==> src/rtl/frame_receiver_if.sv <==
// Bundle of serial lane input and receiver outputs for frame_receiver.
// The receiver connects through the slave modport; the source side uses master.
interface frame_receiver_if;
    logic [2:0]  in_data;
    logic [23:0] out_data;
    logic [2:0]  out_valid;
    logic        sync_err;
    logic        hdr_err;
    logic [15:0] frame_cnt;
    logic        busy;

    modport master (
        output in_data,
        input  out_data, out_valid, sync_err, hdr_err, frame_cnt, busy
    );

    modport slave (
        input  in_data,
        output out_data, out_valid, sync_err, hdr_err, frame_cnt, busy
    );
endinterface

==> src/rtl/frame_receiver.sv <==
// Serial frame receiver: 2 bits per slot, header byte + payload byte per frame,
// payload routed to one of three channel lanes selected by the header.
//
// state | meaning
// HUNT  | idle, waiting for a frame marker
// HDR   | assembling header byte (slots 1..3 after the marker slot)
// PAY   | assembling payload byte for the latched channel
module frame_receiver #(
    parameter logic [3:0] SYNC_NIBBLE = 4'hA
) (
    input  logic             clk,
    input  logic             arst,
    frame_receiver_if.slave  bus
);

    localparam logic [1:0] HUNT = 2'd0;
    localparam logic [1:0] HDR  = 2'd1;
    localparam logic [1:0] PAY  = 2'd2;

    logic [1:0]  state_q, state_d;
    logic [1:0]  slot_q, slot_d;
    logic [7:0]  shift_q, shift_d;
    logic [1:0]  chan_q, chan_d;
    logic [23:0] out_data_q, out_data_d;
    logic [2:0]  out_valid_q, out_valid_d;
    logic        sync_err_q, sync_err_d;
    logic        hdr_err_q, hdr_err_d;
    logic [15:0] frame_cnt_q, frame_cnt_d;
    logic        busy_q, busy_d;

    logic        marker;
    logic [1:0]  pair;
    logic [7:0]  byte_nxt;
    logic        hdr_ok;

    assign marker   = bus.in_data[2];
    assign pair     = bus.in_data[1:0];
    assign byte_nxt = {shift_q[5:0], pair};
    assign hdr_ok   = (byte_nxt[7:4] == SYNC_NIBBLE) && (byte_nxt[3:2] == 2'b00)
                      && (byte_nxt[1:0] != 2'd3);

    always_comb begin
        state_d     = state_q;
        slot_d      = slot_q;
        shift_d     = shift_q;
        chan_d      = chan_q;
        out_data_d  = out_data_q;
        out_valid_d = 3'b000;
        sync_err_d  = 1'b0;
        hdr_err_d   = 1'b0;
        frame_cnt_d = frame_cnt_q;

        case (state_q)
            HUNT: begin
                if (marker) begin
                    state_d = HDR;
                    slot_d  = 2'd1;
                    shift_d = {6'b0, pair};
                end
            end
            HDR, PAY: begin
                if (marker) begin
                    // A marker anywhere inside a frame restarts it from this slot.
                    sync_err_d = 1'b1;
                    state_d    = HDR;
                    slot_d     = 2'd1;
                    shift_d    = {6'b0, pair};
                end else if (slot_q != 2'd3) begin
                    slot_d  = slot_q + 2'd1;
                    shift_d = byte_nxt;
                end else if (state_q == HDR) begin
                    shift_d = byte_nxt;
                    slot_d  = 2'd0;
                    if (hdr_ok) begin
                        chan_d  = byte_nxt[1:0];
                        state_d = PAY;
                    end else begin
                        hdr_err_d = 1'b1;
                        state_d   = HUNT;
                    end
                end else begin
                    shift_d     = byte_nxt;
                    slot_d      = 2'd0;
                    state_d     = HUNT;
                    frame_cnt_d = frame_cnt_q + 16'd1;
                    case (chan_q)
                        2'd0: begin
                            out_data_d[7:0] = byte_nxt;
                            out_valid_d     = 3'b001;
                        end
                        2'd1: begin
                            out_data_d[15:8] = byte_nxt;
                            out_valid_d      = 3'b010;
                        end
                        2'd2: begin
                            out_data_d[23:16] = byte_nxt;
                            out_valid_d       = 3'b100;
                        end
                        default: ;
                    endcase
                end
            end
            default: begin
                state_d = HUNT;
                slot_d  = 2'd0;
            end
        endcase

        busy_d = (state_d != HUNT);
    end

    always_ff @(posedge clk or negedge arst) begin
        if (!arst) begin
            state_q     <= HUNT;
            slot_q      <= 2'd0;
            shift_q     <= 8'h00;
            chan_q      <= 2'd0;
            out_data_q  <= 24'h0;
            out_valid_q <= 3'b000;
            sync_err_q  <= 1'b0;
            hdr_err_q   <= 1'b0;
            frame_cnt_q <= 16'h0;
            busy_q      <= 1'b0;
        end else begin
            state_q     <= state_d;
            slot_q      <= slot_d;
            shift_q     <= shift_d;
            chan_q      <= chan_d;
            out_data_q  <= out_data_d;
            out_valid_q <= out_valid_d;
            sync_err_q  <= sync_err_d;
            hdr_err_q   <= hdr_err_d;
            frame_cnt_q <= frame_cnt_d;
            busy_q      <= busy_d;
        end
    end

    assign bus.out_data  = out_data_q;
    assign bus.out_valid = out_valid_q;
    assign bus.sync_err  = sync_err_q;
    assign bus.hdr_err   = hdr_err_q;
    assign bus.frame_cnt = frame_cnt_q;
    assign bus.busy      = busy_q;

endmodule

==> src/flat_wrapper.sv <==
// flat-port wrapper written by rule: the top's interface ports become plain ports
module frame_receiver_flat 
#(
    parameter logic [3:0] SYNC_NIBBLE = 4'hA
)
  (clk, arst, bus_in_data, bus_out_data, bus_out_valid, bus_sync_err, bus_hdr_err, bus_frame_cnt, bus_busy);
  frame_receiver_if bus_i ();
  input  logic clk;
  input  logic arst;
  input wire logic [$bits(bus_i.in_data)-1:0] bus_in_data;
  output wire logic [$bits(bus_i.out_data)-1:0] bus_out_data;
  output wire logic [$bits(bus_i.out_valid)-1:0] bus_out_valid;
  output wire logic [$bits(bus_i.sync_err)-1:0] bus_sync_err;
  output wire logic [$bits(bus_i.hdr_err)-1:0] bus_hdr_err;
  output wire logic [$bits(bus_i.frame_cnt)-1:0] bus_frame_cnt;
  output wire logic [$bits(bus_i.busy)-1:0] bus_busy;
  assign bus_i.in_data = bus_in_data;
  assign bus_out_data = bus_i.out_data;
  assign bus_out_valid = bus_i.out_valid;
  assign bus_sync_err = bus_i.sync_err;
  assign bus_hdr_err = bus_i.hdr_err;
  assign bus_frame_cnt = bus_i.frame_cnt;
  assign bus_busy = bus_i.busy;
  frame_receiver #(.SYNC_NIBBLE(SYNC_NIBBLE)) u_core (.clk(clk), .arst(arst), .bus(bus_i));
endmodule
==> config.mk <==
export PLATFORM = sky130hd
export DESIGN_NAME = frame_receiver_flat
export DESIGN_NICKNAME = d
export VERILOG_FILES = /design/src/rtl/frame_receiver_if.sv /design/src/rtl/frame_receiver.sv /design/src/flat_wrapper.sv
export SDC_FILE = /design/constraint.sdc
export NUM_CORES = 1
export LEC_CHECK = 0
export CAP_MARGIN = 20
export CORE_UTILIZATION = 45
export CTS_CLUSTER_SIZE = 16
export DETAILED_ROUTE_END_ITERATION = 6
export PLACE_DENSITY = 0.82
export SKIP_LAST_GASP = 1
export SYNTH_ARGS = -nofsm -noshare
export SYNTH_HDL_FRONTEND = slang
export SYNTH_SLANG_ARGS = --single-unit
==> constraint.sdc <==
create_clock -name clk -period 2.4 [get_ports clk]
set_clock_uncertainty 0.1 [all_clocks]
set_input_delay 0.36 -clock clk [delete_from_list [all_inputs] [get_ports clk]]
set_output_delay 0.36 -clock clk [all_outputs]
set_load 0.05 [all_outputs]
== Word level (Yosys, flattened, before mapping) ==
Index checks and enable logic that the tools add are counted.
Cells by class
  $add $sub $neg: 2
  equality and inequality tests: 8
  bitwise logic cells: 3
  reductions and logical operators: 14
  multiplexer cells: 25
Operators by type and width (number)
  5-bit AND reduction: 4
  16-bit by 1-bit adder with 16-bit output (second input constant): 1
  2-bit 2-to-1 mux: 8
  3-bit 2-to-1 mux: 4
  6-bit 2-to-1 mux: 2
  6-bit one-hot mux with 2 select lines: 1
  3-bit one-hot mux with 3 select lines: 1
  2-bit one-hot mux with 2 select lines: 2
  1-bit 2-to-1 mux: 7
  2-bit logical NOT: 3
  2-bit != test (second input constant): 3
  2-bit by 1-bit == test with 1-bit output (second input constant): 2
  2-bit == test (second input constant): 2
  4-bit == test (second input constant): 1
  4-bit AND reduction: 1
  2-bit nonzero test: 2
  1-bit NOT: 3
  2-bit by 1-bit adder with 2-bit output (second input constant): 1
  1-bit logical AND: 2
  2-bit AND reduction: 1
  2-bit OR reduction: 1
Word-level totals
  register bits: 58
  output and inout bits: 46
  logic and storage cells: 64
  bits of input ports: 5

== Depth between registers and ports, before layout ==
Gate-level depths: netlist (run 1).
  depth in word-level cells: 9
  gate-level depth with buffers: 7

== Worst setup path before layout (run 1) ==
Ideal clock, no wire load.
  path kind: register -> register
  start point: register u_core.state_q[0]
  end point: register u_core.out_data_q[0] (netlist: u_core.bus.out_data[0])
  clock period less this slack: 1903 ps
  stages on the path, launching flop included: 7
  data required time: 2175 ps
  arrival time: 1678 ps
  path slack: 497 ps
  library setup time: 125 ps
  cell sequence: dfrtp_1 > inv_1 > ha_1 > nand4bb_1 > buf_2 > nor3_4 > mux2_2
On the way
  longest elaborated chain between the ends: 3
  elaborated cells on any way between the ends: 5
RTL lines
  start, declared: line frame_receiver.sv:20  | logic [1:0] state_q, state_d;
  start signal, assigned: line frame_receiver.sv:125  | state_q <= state_d;
  2-bit == test / 2-bit by 1-bit == test with 1-bit output (equally long branches): line frame_receiver.sv:53, frame_receiver.sv:71
  2-bit OR reduction / 1-bit NOT (equally long branches)
  5-bit AND reduction (no source line) (*)
  end signal, assigned: line frame_receiver.sv:129  | out_data_q <= out_data_d;
  end, declared: line frame_receiver.sv:24  | logic [23:0] out_data_q, out_data_d;
Every way passes the cells marked *; elsewhere a longest branch is shown, timed or not.
A chain may end at the register's enable or synchronous reset.

== Worst setup path in the final report (run 1) ==
  start point: register u_core.state_q[0]
  end point: register u_core.frame_cnt_q[8] (netlist: u_core.bus.frame_cnt[8])
On the way
  longest elaborated chain between the ends: 3
  elaborated cells on any way between the ends: 5
RTL lines
  2-bit == test / 2-bit by 1-bit == test with 1-bit output (equally long branches): line frame_receiver.sv:53, frame_receiver.sv:71
  2-bit OR reduction / 1-bit NOT (equally long branches)
  4-bit AND reduction (no source line) (*)
  end signal, assigned: line frame_receiver.sv:133  | frame_cnt_q <= frame_cnt_d;
  end, declared: line frame_receiver.sv:28  | logic [15:0] frame_cnt_q, frame_cnt_d;
Marks and branches as above.

==> results of run 1 <==
[flip-flops by register name, summed over array words and instances (netlist names), 2 cells and up]
signal	count
u_core.slot_q	2
u_core.bus.out_data	24
u_core.bus.out_valid	3
u_core.chan_q	2
u_core.state_q	2
u_core.bus.frame_cnt	16
u_core.shift_q	6
[what timing repair did]
| action | CTS | global route |
|---|---|---|
| endpoints found under the setup margin | 0 | 0 |
| hold endpoints to repair | 58 | 0 |
| hold buffers | 1 | 0 |
[cell type report]
type	count	area (um2)
clock inverters	5	53.8
inverters	5	18.8
fillers	424	1900
repair buffers	58	571
flip-flops and latches	58	1450
clock buffers	11	141
multi-input cells	128	986
well taps	70	87.6
[power breakdown]
part / switching [mW] / internal [mW] / total, mW
logic: 0.480 / 0.313 / 0.793
clock network: 0.381 / 0.504 / 0.885
registers: 0.101 / 1.10 / 1.20
total: 0.963 / 1.91 / 2.88
[how the worst max path moves through the flow]
stage                                 start  depth (start not counted)                      end  slack [ns]
after global placement       bus_in_data[2]                          6  u_core.bus.frame_cnt[9]        0.19
after CTS                 u_core.state_q[0]                          7  u_core.bus.frame_cnt[8]        0.23
final                     u_core.state_q[0]                          7  u_core.bus.frame_cnt[8]        0.24
after floorplan           u_core.state_q[0]                          6   u_core.bus.out_data[0]        0.50
after detailed placement     bus_in_data[2]                          6  u_core.bus.frame_cnt[8]        0.14
after global routing      u_core.state_q[0]                          7  u_core.bus.frame_cnt[8]        0.07
[layer usage]
metal	track usage [%]	part of all wire, %
met2	30.5	48
met5	0	0
met3	5.39	4.4
met4	7.12	1.2
met1	24.0	46
[cell families after synthesis]
| kind of cell | count (synthesis) |
|---|---|
| adder cells (fa/ha/maj) | 5 |
| flip-flops | 58 |
| AO/OA/AOI/OAI | 15 |
| AND/OR/NAND/NOR | 65 |
| buffers and inverters | 9 |
| XOR/XNOR | 15 |
| multiplexers | 28 |
[cell usage after synthesis (all sizes together)]
cell type and count:
dfrtp 58, mux2 28, nand2 21, xnor2 12, a21oi 8, nor2 7, nand4 6, o21ai 6
ha 5, inv 5, nor2b 5, and3b 4, nor3 4, and3 3, clkbuf 3, nand3 3
xor2 3, a21o 1, and2 1, and2b 1, and4 1, and4b 1, and4bb 1, buf 1
nand2b 1, nand3b 1, nand4b 1, nand4bb 1, nor3b 1, nor4b 1, or2 1
==> run summary, run 1 <==
Status
• **result of the run** finished clean

Clocking
• **Clock transition at path regs** 0.07 ns
• **number of H-tree levels** 3
• **clock network latency to the later pin of the worst-skew pair** 0.33 ns
• **cells resized by post-CTS repair** 0
• **Setup Fix Bufs, Post-CTS** 0
• **count of clock tree sinks** 58
• **clock buffer count from CTS** 9
• **clock tree from TritonCTS** built
• **Clock Tree Buf Depth** 2
• **root buffer cell** clkbuf_8

Critical path
• **R2R setup slack** 0.24 ns
• **CP Data Arrival Time** 2.31 ns
• **cell-by-cell listing of the critical path** inv_1, ha_1, nand4bb_1, buf_4, nor3b_2, and3_1, xor2_1
• **biggest cell delay along the critical path** 0.40 ns
• **Worst Reg2Reg Path Length in Cells** 7
• **crit path max fanout** 6
• **Worst Setup Start Kind** flip-flop
• **Worst path top cell family by delay** simple AND/OR/NAND/NOR gates
• **kind of end point of the critical path** flip-flop
• **data required time at the worst endpoint** 2.55 ns
• **WS Path Type** flip-flop to flip-flop
• **Buf/Inv on CP** 2
• **worst flop-to-flop path endpoint** u_core.bus.frame_cnt[8]
• **slowest library cell on the worst path** dfrtp_1
• **reg-to-reg startpoint** u_core.state_q[0]

Power
• **Max rail drop VDD** 0.483 mV
• **power per standard cell area** 869 mW/mm2
• **Tot Pwr** 2.88 mW
• **leakage power of the design** 1.57 nW

Die
• **initial core utilization** 47.5%
• **overall die height** 76.1 um
• **area of the core region** 0.00520 mm2
• **Die Outline Area** 0.00580 mm2
• **Boundary Pins** 51
• **placement row count** 26
• **x dimension of the die** 76.1 um

Placed design
• **Cells after DPL** 318
• **GPL Wtd Cong** 0.771
• **estimated wirelength of the detail-placed design** 3.31 mm
• **instance area after placement** 0.00310 mm2
• **post-place setup slack** 0.138 ns
• **number of buffer cells added on primary ports** 50

Finish
• **net count reported at finish** 270
• **final non-filler cell area** 0.00331 mm2
• **number of inserted diodes** 0
• **fraction of layout cells with a size suffix above 1** 22.6%
• **final core utilization** 63.6%
• **most common library cell in the layout ignoring fill and taps** dfrtp_1
• **Area Growth Syn to Fin** 33.8%
• **non-filler instance count after layout** 335
• **leading cell types in the layout, fill and taps excluded** dfrtp_1, clkdlybuf4s50_1, mux2_2, nand2_1, xnor2_1

Logic synthesis
• **main combinational cell family by area after synthesis** simple AND/OR/NAND/NOR gates
• **largest area contributor in the synthesized netlist** dfrtp_1
• **post-synthesis compound-gate area fraction** 3.14%
• **synthesized-area fraction occupied by adder cells** 2.53%
• **total nets after synthesis** 205
• **Netlist Area Pre-Place** 0.00247 mm2
• **cell count after synthesis** 195
• **Netlist cell types** 35
• **xor and xnor area share after synthesis** 5.31%
• **simple-gate share of the synthesized area** 16.1%
• **sequential fraction of the synthesis area** 58.7%
• **number of storage elements in the synthesis netlist** 58
• **share of the synthesized area in the top cell type** 58.7%
• **multiplexer area fraction after synthesis** 12.7%
• **Ys Warns** 0
• **largest cells by area after synthesis** dfrtp_1, mux2_2, xnor2_1, nand2_1, ha_1
• **synthesized area divided by synthesized cell count** 12.7 um2

STA
• **number of failing setup endpoints in the final timing report** 0
• **f_max** 0.464 GHz
• **Hold Worst Slack** 0.379 ns
• **Tightest Pin Transition** 0.520 ns
• **final critical delay including setup and external delays** 2.16 ns
• **setup repair after global routing missed its margin** no
• **final hold viol count** 0
• **period utilisation layout** 89.8%
• **Final Slew Violations** 0
• **setup slack after layout** 0.244 ns
• **worst slew margin relative to its limit** 65.3%
• **final sum of negative setup slack** 0 ns

Drt
• **number of design rule violations left after detail routing** 0
• **aggregate routed wire length** 4.90 mm
• **number of iterations in the first detailed-routing pass** 4
• **mean number of vias per cell** 5.07
• **Detailed Route Iter0 Violations** 86
• **total number of vias** 1698
• **Antenna Nets Post-Route** 0
• **detail-routed net length per standard cell** 14.6 um

Hold path
• **Hold Path Depth** 1
• **type of the tightest min-delay check** flip-flop to flip-flop
• **min-delay src** u_core.bus.frame_cnt[15]
• **Endpoint, Worst Hold** u_core.bus.frame_cnt[15]

GRT
• **initial antenna violation count** 0
• **gr usage total** 18.8%
• **wire length of the first global-routing pass** 8.36 mm
• **via count of the first global-routing pass** 1669
• **remaining global-route overflow** 0
• **pin count of the biggest net entering global routing** 59

Flow run
• **max-cap violation count** 0

(Power assumes the default switching activity.)
==> run 2, diff against run 1 <==
==> constraint.sdc (replaced) <==
create_clock -name clk -period 2.6 [get_ports clk]
set_clock_uncertainty 0.1 [all_clocks]
set_input_delay 0.39 -clock clk [delete_from_list [all_inputs] [get_ports clk]]
set_output_delay 0.39 -clock clk [all_outputs]
set_load 0.05 [all_outputs]
==> run 2 against run 1 <==
The flow now finishes with violations (negative hold slack). Register-to-register slack improved by 0.19 ns. Routed wire length grew 1.8%. Power down 11%. Core utilization is 1.1 points lower. Design area fell by 1.7%. Non-clock buffer count shrank 2. Setup slack better by 0.19 ns. Via count is 0.77% higher. Largest cell class unchanged.
==> run summary, run 2 (synthesized netlist as in run 1, its figures left out) <==
Drt
• **detail-routed net length per standard cell** 15.0 um, +2.7%
• **number of design rule violations left after detail routing** 0, unchanged
• **number of iterations in the first detailed-routing pass** 4, unchanged
• **total number of vias** 1711, +0.77%
• **mean number of vias per cell** 5.15, +1.7%
• **aggregate routed wire length** 4.99 mm, +1.8%
• **Antenna Nets Post-Route** 0, unchanged
• **Detailed Route Iter0 Violations** 84, -2.3%

Clocking
• **clock network latency to the later pin of the worst-skew pair** 0.34 ns, about the same
• **Clock Tree Buf Depth** 2, unchanged
• **clock tree from TritonCTS** built
• **Clock transition at path regs** 0.07 ns, about the same
• **count of clock tree sinks** 58, unchanged
• **number of hold buffers added after cts** 0, -1
• **root buffer cell** clkbuf_8
• **Setup Fix Bufs, Post-CTS** 0, unchanged
• **number of H-tree levels** 3, unchanged
• **cells resized by post-CTS repair** 0, unchanged
• **clock buffer count from CTS** 9, unchanged

Die
• **Boundary Pins** 51, unchanged
• **Die Outline Area** 0.00580 mm2, unchanged
• **overall die height** 76.1 um, unchanged
• **area of the core region** 0.00520 mm2, unchanged
• **x dimension of the die** 76.1 um, unchanged
• **initial core utilization** 47.5%, unchanged
• **placement row count** 26, unchanged

Finish
• **Area Growth Syn to Fin** 31.6%
• **number of inserted diodes** 0, unchanged
• **most common library cell in the layout ignoring fill and taps** dfrtp_1
• **count of fill cells added during filler insertion** 441, +4.0%
• **fraction of layout cells with a size suffix above 1** 22.1%, -0.50 points
• **flip-flop count of the largest register after layout** 24, unchanged
• **net count reported at finish** 268, -0.74%
• **non-filler instance count after layout** 332, -0.90%
• **sequential cell area in the final layout** 0.00145 mm2, unchanged
• **final core utilization** 62.5%, -1.1 points
• **leading cell types in the layout, fill and taps excluded** dfrtp_1, clkdlybuf4s50_1, mux2_2, nand2_1, xnor2_1
• **multi-input logic area** 986 um2, unchanged

GRT
• **initial antenna violation count** 0, unchanged
• **remaining global-route overflow** 0, unchanged
• **pin count of the biggest net entering global routing** 32, -46%
• **gr usage total** 19.1%, +0.33 points
• **wire length of the first global-routing pass** 8.44 mm, +0.99%
• **via count of the first global-routing pass** 1736, +4.0%

STA
• **f_max** 0.461 GHz, -0.63%
• **final hold viol count** 18, +18
• **period utilisation layout** 83.4%, -6.4 points
• **Final Slew Violations** 0, unchanged
• **setup slack after layout** 0.430 ns, +0.186 ns
• **Tightest Pin Transition** 0.678 ns, +0.158 ns
• **Hold Worst Slack** -0.00991 ns, -0.389 ns
• **final sum of negative setup slack** 0 ns, unchanged
• **final critical delay including setup and external delays** 2.17 ns, +0.0136 ns
• **number of failing setup endpoints in the final timing report** 0, unchanged
• **worst slew margin relative to its limit** 54.8%, -10 points
• **setup repair after global routing missed its margin** no

Power
• **Tot Pwr** 2.56 mW, -11%
• **power per standard cell area** 786 mW/mm2, -9.6%
• **Max rail drop VDD** 0.404 mV, -16%
• **leakage power of the design** 1.54 nW, -1.6%

Flow run
• **max-cap violation count** 0, unchanged

Critical path
• **data required time at the worst endpoint** 2.71 ns, +0.16 ns
• **Worst Setup Start Kind** flip-flop
• **worst flop-to-flop path endpoint** u_core.bus.out_data[7]
• **Worst Reg2Reg Path Length in Cells** 5, -2
• **WS Path Type** flip-flop to flip-flop
• **R2R setup slack** 0.43 ns, +0.19 ns
• **reg-to-reg startpoint** u_core.state_q[0]
• **crit path max fanout** 9, +3
• **kind of end point of the critical path** flip-flop
• **CP Data Arrival Time** 2.28 ns, -0.03 ns

Placed design
• **post-place setup slack** 0.360 ns, +0.222 ns
• **number of buffer cells added on primary ports** 50, unchanged
• **GPL Wtd Cong** 0.791, +2.5%
• **estimated wirelength of the detail-placed design** 3.47 mm, +4.6%
• **Cells after DPL** 317, -0.31%

Status
• **violated checks** negative hold slack
• **result of the run** complete, but fails checks

Hold path
• **type of the tightest min-delay check** input pin to asynchronous set/reset pin

-- run 2: cell count changes in the layout (fill, tap and decap cells not counted), sizes merged --
| cell | before | now |
|---|---|---|
| buf | 8 | 7 |
| clkbuf | 11 | 12 |
| clkinv | 4 | 3 |
| bufinv | 1 | 0 |
| dlygate4sd3 | 1 | 0 |
-- run 2: worst max-delay path by stage --
stage | from | slack [ns] | to
floorplan | u_core.state_q[0] | 0.70 | u_core.bus.out_data[0]
CTS | u_core.state_q[0] | 0.42 | u_core.bus.out_data[7]
global placement | bus_in_data[2] | 0.42 | u_core.bus.frame_cnt[9]
detailed placement | bus_in_data[2] | 0.36 | u_core.bus.out_data[7]
global route | u_core.state_q[0] | 0.27 | u_core.bus.frame_cnt[8]
finish | u_core.state_q[0] | 0.43 | u_core.bus.out_data[7]
-- run 2: critical path, stage by stage (launching register included) --
cell and delay (ns):
dfrtp_1 0.40, inv_1 0.06, ha_1 0.38, nand4bb_1 0.27, nor3_4 0.45, mux2_2 0.40
-- run 2: cell type report --
type | count | share of cell area (%)
inverters | 5 | 0.577
clock buffers | 12 | 4.77
well taps | 70 | 2.69
clock inverters | 3 | 0.461
repair buffers | 56 | 16.6
flip-flops and latches | 58 | 44.6
multi-input cells | 128 | 30.3
-- run 2: report_power, final --
part / switching [mW] / internal, mW / leakage [nW] / total, mW
registers: 0.0987 / 1.01 / 0.789 / 1.11
clock network: 0.333 / 0.387 / 0.0920 / 0.721
logic: 0.447 / 0.278 / 0.662 / 0.725
-- run 2: per-layer routing --
| metal | wire (um) | part of all wire (%) | track usage, % |
|---|---|---|---|
| met5 | 0 | 0 | 0 |
| met3 | 311 | 6.2 | 8.38 |
| met4 | 70 | 1.4 | 7.88 |
| met2 | 2430 | 49 | 29.4 |
| met1 | 2180 | 44 | 23.6 |
-- run 2: metrics by stage --
step	instance area [um2]	hold slack, ns
after global placement	3080	0.361
after floorplan	2470	-0.00559
after CTS	3250	0.00661
after global routing	3250	0.0303
final	3250	-0.00991
after detailed placement	3080	0.368
